$ cat src/rtl/mm_dma_engine_pkg.sv
// Shared types for the DMA engine: controller states, operation codes and word size.
package mm_pkg;

    typedef enum logic [2:0] {
        ST_IDLE,
        ST_RD_REQ,
        ST_RD_WAIT,
        ST_WR_FETCH,
        ST_WR_REQ,
        ST_DONE,
        ST_RELEASE
    } dma_state_t;

    typedef enum logic [1:0] {
        OP_LOAD_A,
        OP_LOAD_B,
        OP_STORE_C
    } dma_op_t;

    localparam int WORD_BYTES = 4;

endpackage

$ cat src/rtl/mm_dma_addr_gen.sv
// Address generator: holds the latched base/length and the word index, produces the
// byte address of the current word and flags the final word of the transfer.
module mm_dma_addr_gen
    import mm_pkg::*;
#(
    parameter int ADDR_W   = 32,
    parameter int LENGTH_W = 8,
    parameter int STEP     = WORD_BYTES
) (
    input  logic                clk,
    input  logic                rst_n,
    input  logic                load,
    input  logic                inc,
    input  logic [ADDR_W-1:0]   new_base,
    input  logic [LENGTH_W-1:0] new_len,
    output logic [ADDR_W-1:0]   address,
    output logic [LENGTH_W-1:0] index,
    output logic                last
);

    localparam logic [ADDR_W-1:0] STEP_A = ADDR_W'(STEP);

    logic [ADDR_W-1:0]   base;
    logic [LENGTH_W-1:0] len;

    always_ff @(posedge clk or negedge rst_n) begin
        if (!rst_n) begin
            base  <= '0;
            len   <= '0;
            index <= '0;
        end else if (load) begin
            base  <= new_base;
            len   <= new_len;
            index <= '0;
        end else if (inc) begin
            index <= index + LENGTH_W'(1);
        end
    end

    // Address wraps naturally modulo 2^ADDR_W.
    assign address = base + (ADDR_W'(index) * STEP_A);
    assign last    = ((index + LENGTH_W'(1)) == len);

endmodule

$ cat src/rtl/mm_dma_engine.sv
// Memory-mapped DMA engine: loads A/B operand buffers from memory and stores the C buffer.
// Build option MM_DMA_PERF_EN adds perf_cycles, a saturating count of busy cycles.
module mm_dma_engine
    import mm_pkg::*;
#(
    parameter int ADDR_W   = 32,
    parameter int LENGTH_W = 8,
    parameter int DATA_W   = 32
) (
    input  logic                clk,
    input  logic                rst_n,
    input  logic                start_load_a,
    input  logic                start_load_b,
    input  logic                start_store_c,
    input  logic [ADDR_W-1:0]   addr_a,
    input  logic [ADDR_W-1:0]   addr_b,
    input  logic [ADDR_W-1:0]   addr_c,
    input  logic [LENGTH_W-1:0] len_a,
    input  logic [LENGTH_W-1:0] len_b,
    input  logic [LENGTH_W-1:0] len_c,
    output logic                done_load_a,
    output logic                done_load_b,
    output logic                done_store_c,
    output logic [ADDR_W-1:0]   avm_address,
    output logic                avm_read,
    output logic                avm_write,
    output logic [DATA_W-1:0]   avm_writedata,
    input  logic                avm_waitrequest,
    input  logic [DATA_W-1:0]   avm_readdata,
    input  logic                avm_readdatavalid,
    output logic                buf_a_we,
    output logic                buf_b_we,
    output logic [LENGTH_W-1:0] buf_waddr,
    output logic [DATA_W-1:0]   buf_wdata,
    output logic [LENGTH_W-1:0] buf_c_raddr,
    input  logic [DATA_W-1:0]   buf_c_rdata,
    output logic                busy
`ifdef MM_DMA_PERF_EN
    ,
    output logic [31:0]         perf_cycles
`endif
);

    dma_state_t          state;
    dma_state_t          next_state;
    dma_op_t             op;
    dma_op_t             sel_op;
    logic                sel_valid;
    logic [ADDR_W-1:0]   sel_base;
    logic [LENGTH_W-1:0] sel_len;
    logic                load;
    logic                inc;
    logic                last;
    logic [LENGTH_W-1:0] index;

    // Fixed-priority pick among the level requests: load_a, then load_b, then store_c.
    always_comb begin
        sel_valid = 1'b0;
        sel_op    = OP_LOAD_A;
        sel_base  = addr_a;
        sel_len   = len_a;
        if (start_load_a) begin
            sel_valid = 1'b1;
        end else if (start_load_b) begin
            sel_valid = 1'b1;
            sel_op    = OP_LOAD_B;
            sel_base  = addr_b;
            sel_len   = len_b;
        end else if (start_store_c) begin
            sel_valid = 1'b1;
            sel_op    = OP_STORE_C;
            sel_base  = addr_c;
            sel_len   = len_c;
        end
    end

    assign load = (state == ST_IDLE) && sel_valid;

    mm_dma_addr_gen #(
        .ADDR_W   (ADDR_W),
        .LENGTH_W (LENGTH_W),
        .STEP     (DATA_W / 8)
    ) u_addr_gen (
        .clk      (clk),
        .rst_n    (rst_n),
        .load     (load),
        .inc      (inc),
        .new_base (sel_base),
        .new_len  (sel_len),
        .address  (avm_address),
        .index    (index),
        .last     (last)
    );

    always_ff @(posedge clk or negedge rst_n) begin
        if (!rst_n) begin
            state <= ST_IDLE;
            op    <= OP_LOAD_A;
        end else begin
            state <= next_state;
            if (load) begin
                op <= sel_op;
            end
        end
    end

    always_comb begin
        next_state    = state;
        inc           = 1'b0;
        avm_read      = 1'b0;
        avm_write     = 1'b0;
        avm_writedata = '0;
        buf_a_we      = 1'b0;
        buf_b_we      = 1'b0;
        buf_wdata     = '0;
        done_load_a   = 1'b0;
        done_load_b   = 1'b0;
        done_store_c  = 1'b0;
        case (state)
            ST_IDLE: begin
                if (sel_valid) begin
                    if (sel_len == '0) begin
                        next_state = ST_DONE;
                    end else if (sel_op == OP_STORE_C) begin
                        next_state = ST_WR_FETCH;
                    end else begin
                        next_state = ST_RD_REQ;
                    end
                end
            end
            ST_RD_REQ: begin
                avm_read = 1'b1;
                if (!avm_waitrequest) begin
                    next_state = ST_RD_WAIT;
                end
            end
            ST_RD_WAIT: begin
                if (avm_readdatavalid) begin
                    buf_a_we   = (op == OP_LOAD_A);
                    buf_b_we   = (op == OP_LOAD_B);
                    buf_wdata  = avm_readdata;
                    inc        = 1'b1;
                    next_state = last ? ST_DONE : ST_RD_REQ;
                end
            end
            ST_WR_FETCH: begin
                next_state = ST_WR_REQ;
            end
            // buf_c_raddr stays on index, so the buffer's registered output holds through a stall.
            ST_WR_REQ: begin
                avm_write     = 1'b1;
                avm_writedata = buf_c_rdata;
                if (!avm_waitrequest) begin
                    inc        = 1'b1;
                    next_state = last ? ST_DONE : ST_WR_FETCH;
                end
            end
            ST_DONE: begin
                done_load_a  = (op == OP_LOAD_A);
                done_load_b  = (op == OP_LOAD_B);
                done_store_c = (op == OP_STORE_C);
                next_state   = ST_RELEASE;
            end
            ST_RELEASE: begin
                if (!start_load_a && !start_load_b && !start_store_c) begin
                    next_state = ST_IDLE;
                end
            end
            default: begin
                next_state = ST_IDLE;
            end
        endcase
    end

    assign buf_waddr   = index;
    assign buf_c_raddr = index;
    assign busy        = (state != ST_IDLE);

`ifdef MM_DMA_PERF_EN
    always_ff @(posedge clk or negedge rst_n) begin
        if (!rst_n) begin
            perf_cycles <= '0;
        end else if (busy && (perf_cycles != 32'hFFFF_FFFF)) begin
            perf_cycles <= perf_cycles + 32'd1;
        end
    end
`endif

endmodule
$ cat config.mk
export PLATFORM = sky130hd
export DESIGN_NAME = mm_dma_engine
export DESIGN_NICKNAME = d
export VERILOG_FILES = /design/src/rtl/mm_dma_engine_pkg.sv /design/src/rtl/mm_dma_addr_gen.sv /design/src/rtl/mm_dma_engine.sv
export SDC_FILE = /design/constraint.sdc
export NUM_CORES = 1
export LEC_CHECK = 0
export CAP_MARGIN = 0
export CORE_AREA = 2 2 119 121
export DETAILED_ROUTE_END_ITERATION = 10
export DIE_AREA = 0 0 121 123
export PLACE_DENSITY = 0.84
export SLEW_MARGIN = 10
export SYNTH_ARGS = -nofsm -noshare
export SYNTH_HDL_FRONTEND = slang
export SYNTH_HIERARCHICAL = 1
export SYNTH_SLANG_ARGS = --single-unit
$ cat constraint.sdc
create_clock -name clk -period 4.9 [get_ports clk]
set_input_delay 0.98 -clock clk [delete_from_list [all_inputs] [get_ports clk]]
set_output_delay 0.98 -clock clk [all_outputs]
set_load 0.02 [all_outputs]
After elaboration in Yosys (flattened, before gate mapping)
Index checks and enable logic that the tools add are counted.
Word-level totals
  input bits: 191
  register bits after elaboration: 53
  output and inout bits: 120
Operators by class
  equality and inequality tests: 15
  add/sub/neg operators: 2
  mux-type cells: 39
  reductions and logical operators: 12
Operator list (number)
  two-way mux 32 bit: 6
  two-way mux 8 bit: 5
  adder 32 x 10 -> 32 bit: 1
  two-way mux 3 bit: 8
  one-hot mux 3 bit (7 select lines): 1
  two-way mux 1 bit: 14
  inequality test 2 bit (second input constant): 5
  == test 3 bit (second input constant): 3
  adder 8 x 1 -> 8 bit (second input constant): 1
  == test 8 bit: 1
  logical NOT 8 bit: 1
  two-way mux 2 bit: 4
  == test 3 x 2 -> 1 bit (second input constant): 2
  AND reduction 5 bit: 1
  == test 2 bit (second input constant): 2
  == test 3 x 1 -> 1 bit (second input constant): 1
  logical AND 1 bit: 3
  logical NOT 1 bit: 3
  logical NOT 3 bit: 1
  nonzero test 3 bit: 1
  == test 2 x 1 -> 1 bit (second input constant): 1
  logical NOT 2 bit: 1
  one-hot mux 1 bit (2 select lines): 1
  nonzero test 2 bit: 1

Depth between registers and ports, before layout
  depth in word-level cells: 8
  mapped depth: 10
  gate-level depth less buffers: 10

Modules after synthesis
Netlist, hierarchy kept.
Modules (own cells, without submodules)
  mm_dma_addr_gen: seq. area each 1201.2 µm², times used 1, cells each 268, area each 2870.3 µm²
  mm_dma_engine: seq. area each 125.1 µm², times used 1, cells each 289, area each 1905.6 µm²

Worst setup path before layout
No wires, ideal clock.
  kind: reg2out
  start point: register u_addr_gen.index[1]
  end point: output avm_address[26]
  data required time: 3.920 ns
  setup slack: 1.463 ns
  arrival: 2.457 ns
  cell stages (with the launch flop): 8
  cells stage by stage: dfrtp_1 inv_1 fa_1 nand2b_1 a21o_1 a311o_1 nor3_1 xor2_1
On the way
  word-level cells in the longest chain between the ends: 1
Ends and longest elaborated chain
  from (decl): line mm_dma_addr_gen.sv:17  | output logic [LENGTH_W-1:0] index,
  from (signal assigned): line mm_dma_addr_gen.sv:36  | index <= index + LENGTH_W'(1);
  adder 32 x 10 -> 32 bit: line mm_dma_addr_gen.sv:41  | assign address = base + (ADDR_W'(index) * STEP_A);
  to (decl): line mm_dma_engine.sv:24  | output logic [ADDR_W-1:0] avm_address,
No other way between the ends.

Final worst setup path
Same ends and word-level chain as after synthesis.

==> metrics.txt <==
Final Skew=0.00828 ns; DIE HEIGHT=around 120 um; post-synth top area share=between 20% and 30%; Rel. slew slack=between 40% and 50%; Tcrit/Tclk final=about nine tenths; Area contributors post-synth=dfrtp_1, a22oi_1, mux2_2; commonest non-fill, non-tap cell in the layout=clkdlybuf4s50_1; fillcell total=1183; Setup-failing EPs final=0; area of the multi-input gates=around 3200 um^2; H-tree levels=2; first-pass GRT wire length=approximately 27 mm; cell area power density=405 nW/um^2; Critical Path Start=u_addr_gen/index[1]; Port Buffers=310; R2R Path Start=u_addr_gen/index[0]; GPL Wtd Cong=roughly 0.86; initial antenna violation count=0; total number of vias=about 5300; count of state elements after synthesis=53; MaxCap Viol Count=0; FF-to-FF setup slack=2.27 ns; first drt pass iteration count=5; CP Class=reg2out; Worst R2R Path Depth=11; # DRC=0; Post-Synth Simple-Gate Area=between 20% and 30%; Fin Hold WS=between 0.5 and 0.6 ns; post-synthesis adder-cell area fraction=under 10%; Die W=121 um; Setup crit end=avm_address[26]; maximum operating frequency=0.231 GHz; hold_buf cts=0; CP startpoint kind=flip-flop; cell area after placement=slightly below 8000 um^2; Hold Violations, Final=0; Final TNS setup=0 ns; Synth Area in Compound Gates=about a quarter; status=complete, no violations; Root Driver=clkbuf_16; VDD IR max=0.000303 V; Tot GR Track Use=between 20% and 30%; fraction of layout cells with a size suffix above 1=roughly 8.6%; Clock Sinks=53; register area share after synthesis=between 20% and 30%; post-layout power=3280 uW; syn avg cell area=8.57 um^2; DR iter-0 viols=a little over 200; Finished Cell Area=8100 um^2; Synth cell types=58; post-route setup slack=roughly 0.57 ns; worst flop-to-flop path endpoint=state[1]; vias per cell=5.19; crit path DAT=3.35 ns; Sequential cell area=~1300 um^2; Mapped Nets=about 760; Worst-path clk slew=0.07 ns; Worst-Skew Late Latency=between 0.2 and 0.3 ns; largest net degree at the start of global routing=54; Post-Synth XOR/XNOR Area=~8.4%; mapped cell area=~4800 um^2; critical path peak fanout=11; Int Pwr=slightly below 2000 uW; vias in the first global route=5027; FP Rows=43; setup slack at placement=0.737 ns; Post-synth ARST share=100%; EDFF count, synth=0; post-CTS sizing=0; WL final=about 18 mm; Ys Warns=6; Worst Max-Slew Pin Slew=0.900 ns; I/O pin cnt=just over 300; largest family of logic cells by synthesized area=compound AO/OA/AOI/OAI gates; effective utilization at floorplan=between 30% and 40%; post-synthesis instance total=about 560; Max Transition Viols Final=0; grt ovf=0; hold crit path type=reg2reg; Avg WL per Cell=approximately 17 um; combinational share of power=around 62%; clock buffer depth=2; CTS tree=built; # diodes=0; Num CTS Buffers=5; Psw=1360 uW; RSZ-0062 raised after global routing=false; most frequent cells in the layout=clkdlybuf4s50_1, and2_1, a22oi_1, dfrtp_1, mux2_2; Yosys top cell by area=dfrtp_1; post-layout min period=approximately 4.3 ns; setup bufs post-CTS=0; static leakage=between 0.003 and 0.004 uW; dpl hpwl=about 14 mm; CP endpoint kind=output port; core box area=13600 um^2; Flop pwr share=27.1%; Post-synth top flop=dfrtp_1; WP data required=~3.9 ns; die area=14900 um^2; antenna-violating nets left=0; Switching Fraction=between 40% and 50%; mux cell area share after synthesis=around a tenth; clock network power share=11.3%; Final nets=1034; synthesis-to-layout area growth=69.6%
## sequential cells by signal (all words and copies together) (netlist names)
register,flops
state,3
u_addr_gen/base,32
op,2
u_addr_gen/len,8
u_addr_gen/index,8
## cell type report
cell class / count / share of cell area (%)
Inverter: 10 / 0.464
Tap cell: 180 / 2.78
Multi-Input combinational cell: 442 / 39.2
Timing Repair Buffer: 321 / 39.2
Clock buffer: 7 / 1.89
Clock inverter: 1 / 0.0618
Sequential cell: 53 / 16.4
## cells in the mapped netlist, drive strengths merged, types with 2 or more instances
library cell,n
clkbuf,33
dfrtp,53
mux2i,3
nand2b,11
a221o,8
and2,65
nand3,6
buf,19
a22oi,64
mux2,38
nor3,8
xnor2,24
o211ai,3
a21oi,17
and3,6
o21ai,49
a21o,4
o2111ai,5
nor2,24
a2111o,2
nor3b,6
nand4,10
nor4,4
nor2b,3
or4,3
o21a,3
a31oi,2
nand2,28
ha,9
inv,9
xor2,22
## critical path, cell delays in order, from the launching register on
cell	delay [ns]
dfrtp_1	0.54
inv_1	0.11
fa_1	0.45
nand2b_1	0.18
a21o_1	0.19
a311o_1	0.44
nor3_1	0.27
xor2_1	0.23
clkdlybuf4s50_1	0.65
## worst min-delay path by stage
stage                       startpoint                 end  slack [ns]  cells past startpoint
floorplan           u_addr_gen/base[0]  u_addr_gen/base[0]        0.48                      1
global placement    u_addr_gen/base[1]  u_addr_gen/base[1]        0.49                      1
detailed placement  u_addr_gen/base[1]  u_addr_gen/base[1]        0.49                      1
CTS                 u_addr_gen/base[1]  u_addr_gen/base[1]        0.51                      1
global route        u_addr_gen/base[1]  u_addr_gen/base[1]        0.53                      1
finish              u_addr_gen/base[1]  u_addr_gen/base[1]        0.51                      1
## through the flow
| stage | cells | utilization, % |
|---|---|---|
| 6_report | 1014 | 59.5 |
| 5_1_grt | 1014 | 59.5 |
| 4_1_cts | 1014 | 59.5 |
| 3_5_place_dp | 1006 | 58.3 |
| 3_3_place_gp | 1006 | 58.3 |
| 2_1_floorplan | 557 | - |
## routing by layer
metal	vias up	global-route usage [%]	wire length [um]
li1	2578	-	-
met4	0	6.47	421
met2	196	38.8	8570
met3	30	5.35	1210
met5	-	0	0
met1	2463	28.6	7390
## power groups by stage
stage                     Sequential [uW]  Clock [uW]  Combinational [uW]
after CTS                             884         378                2030
final                                 888         370                2020
after floorplan                       796           0                1240
after detailed placement              889           0                2030
after global routing                  919         396                2170
after global placement                878           0                2000
## kinds of logic (layout without fill, tap and decap cells)
| logic type | after synthesis | in the layout |
|---|---|---|
| and+or+nand+nor | 181 | 181 |
| DFF | 53 | 53 |
| AOI/OAI and AO/OA | 164 | 164 |
| xor gates and xnor gates | 46 | 46 |
| buffers and inverters | 62 | 339 |
| muxes | 41 | 41 |
| adders and majority gates | 10 | 10 |
Note: power is estimated with default switching activity, not from simulation.
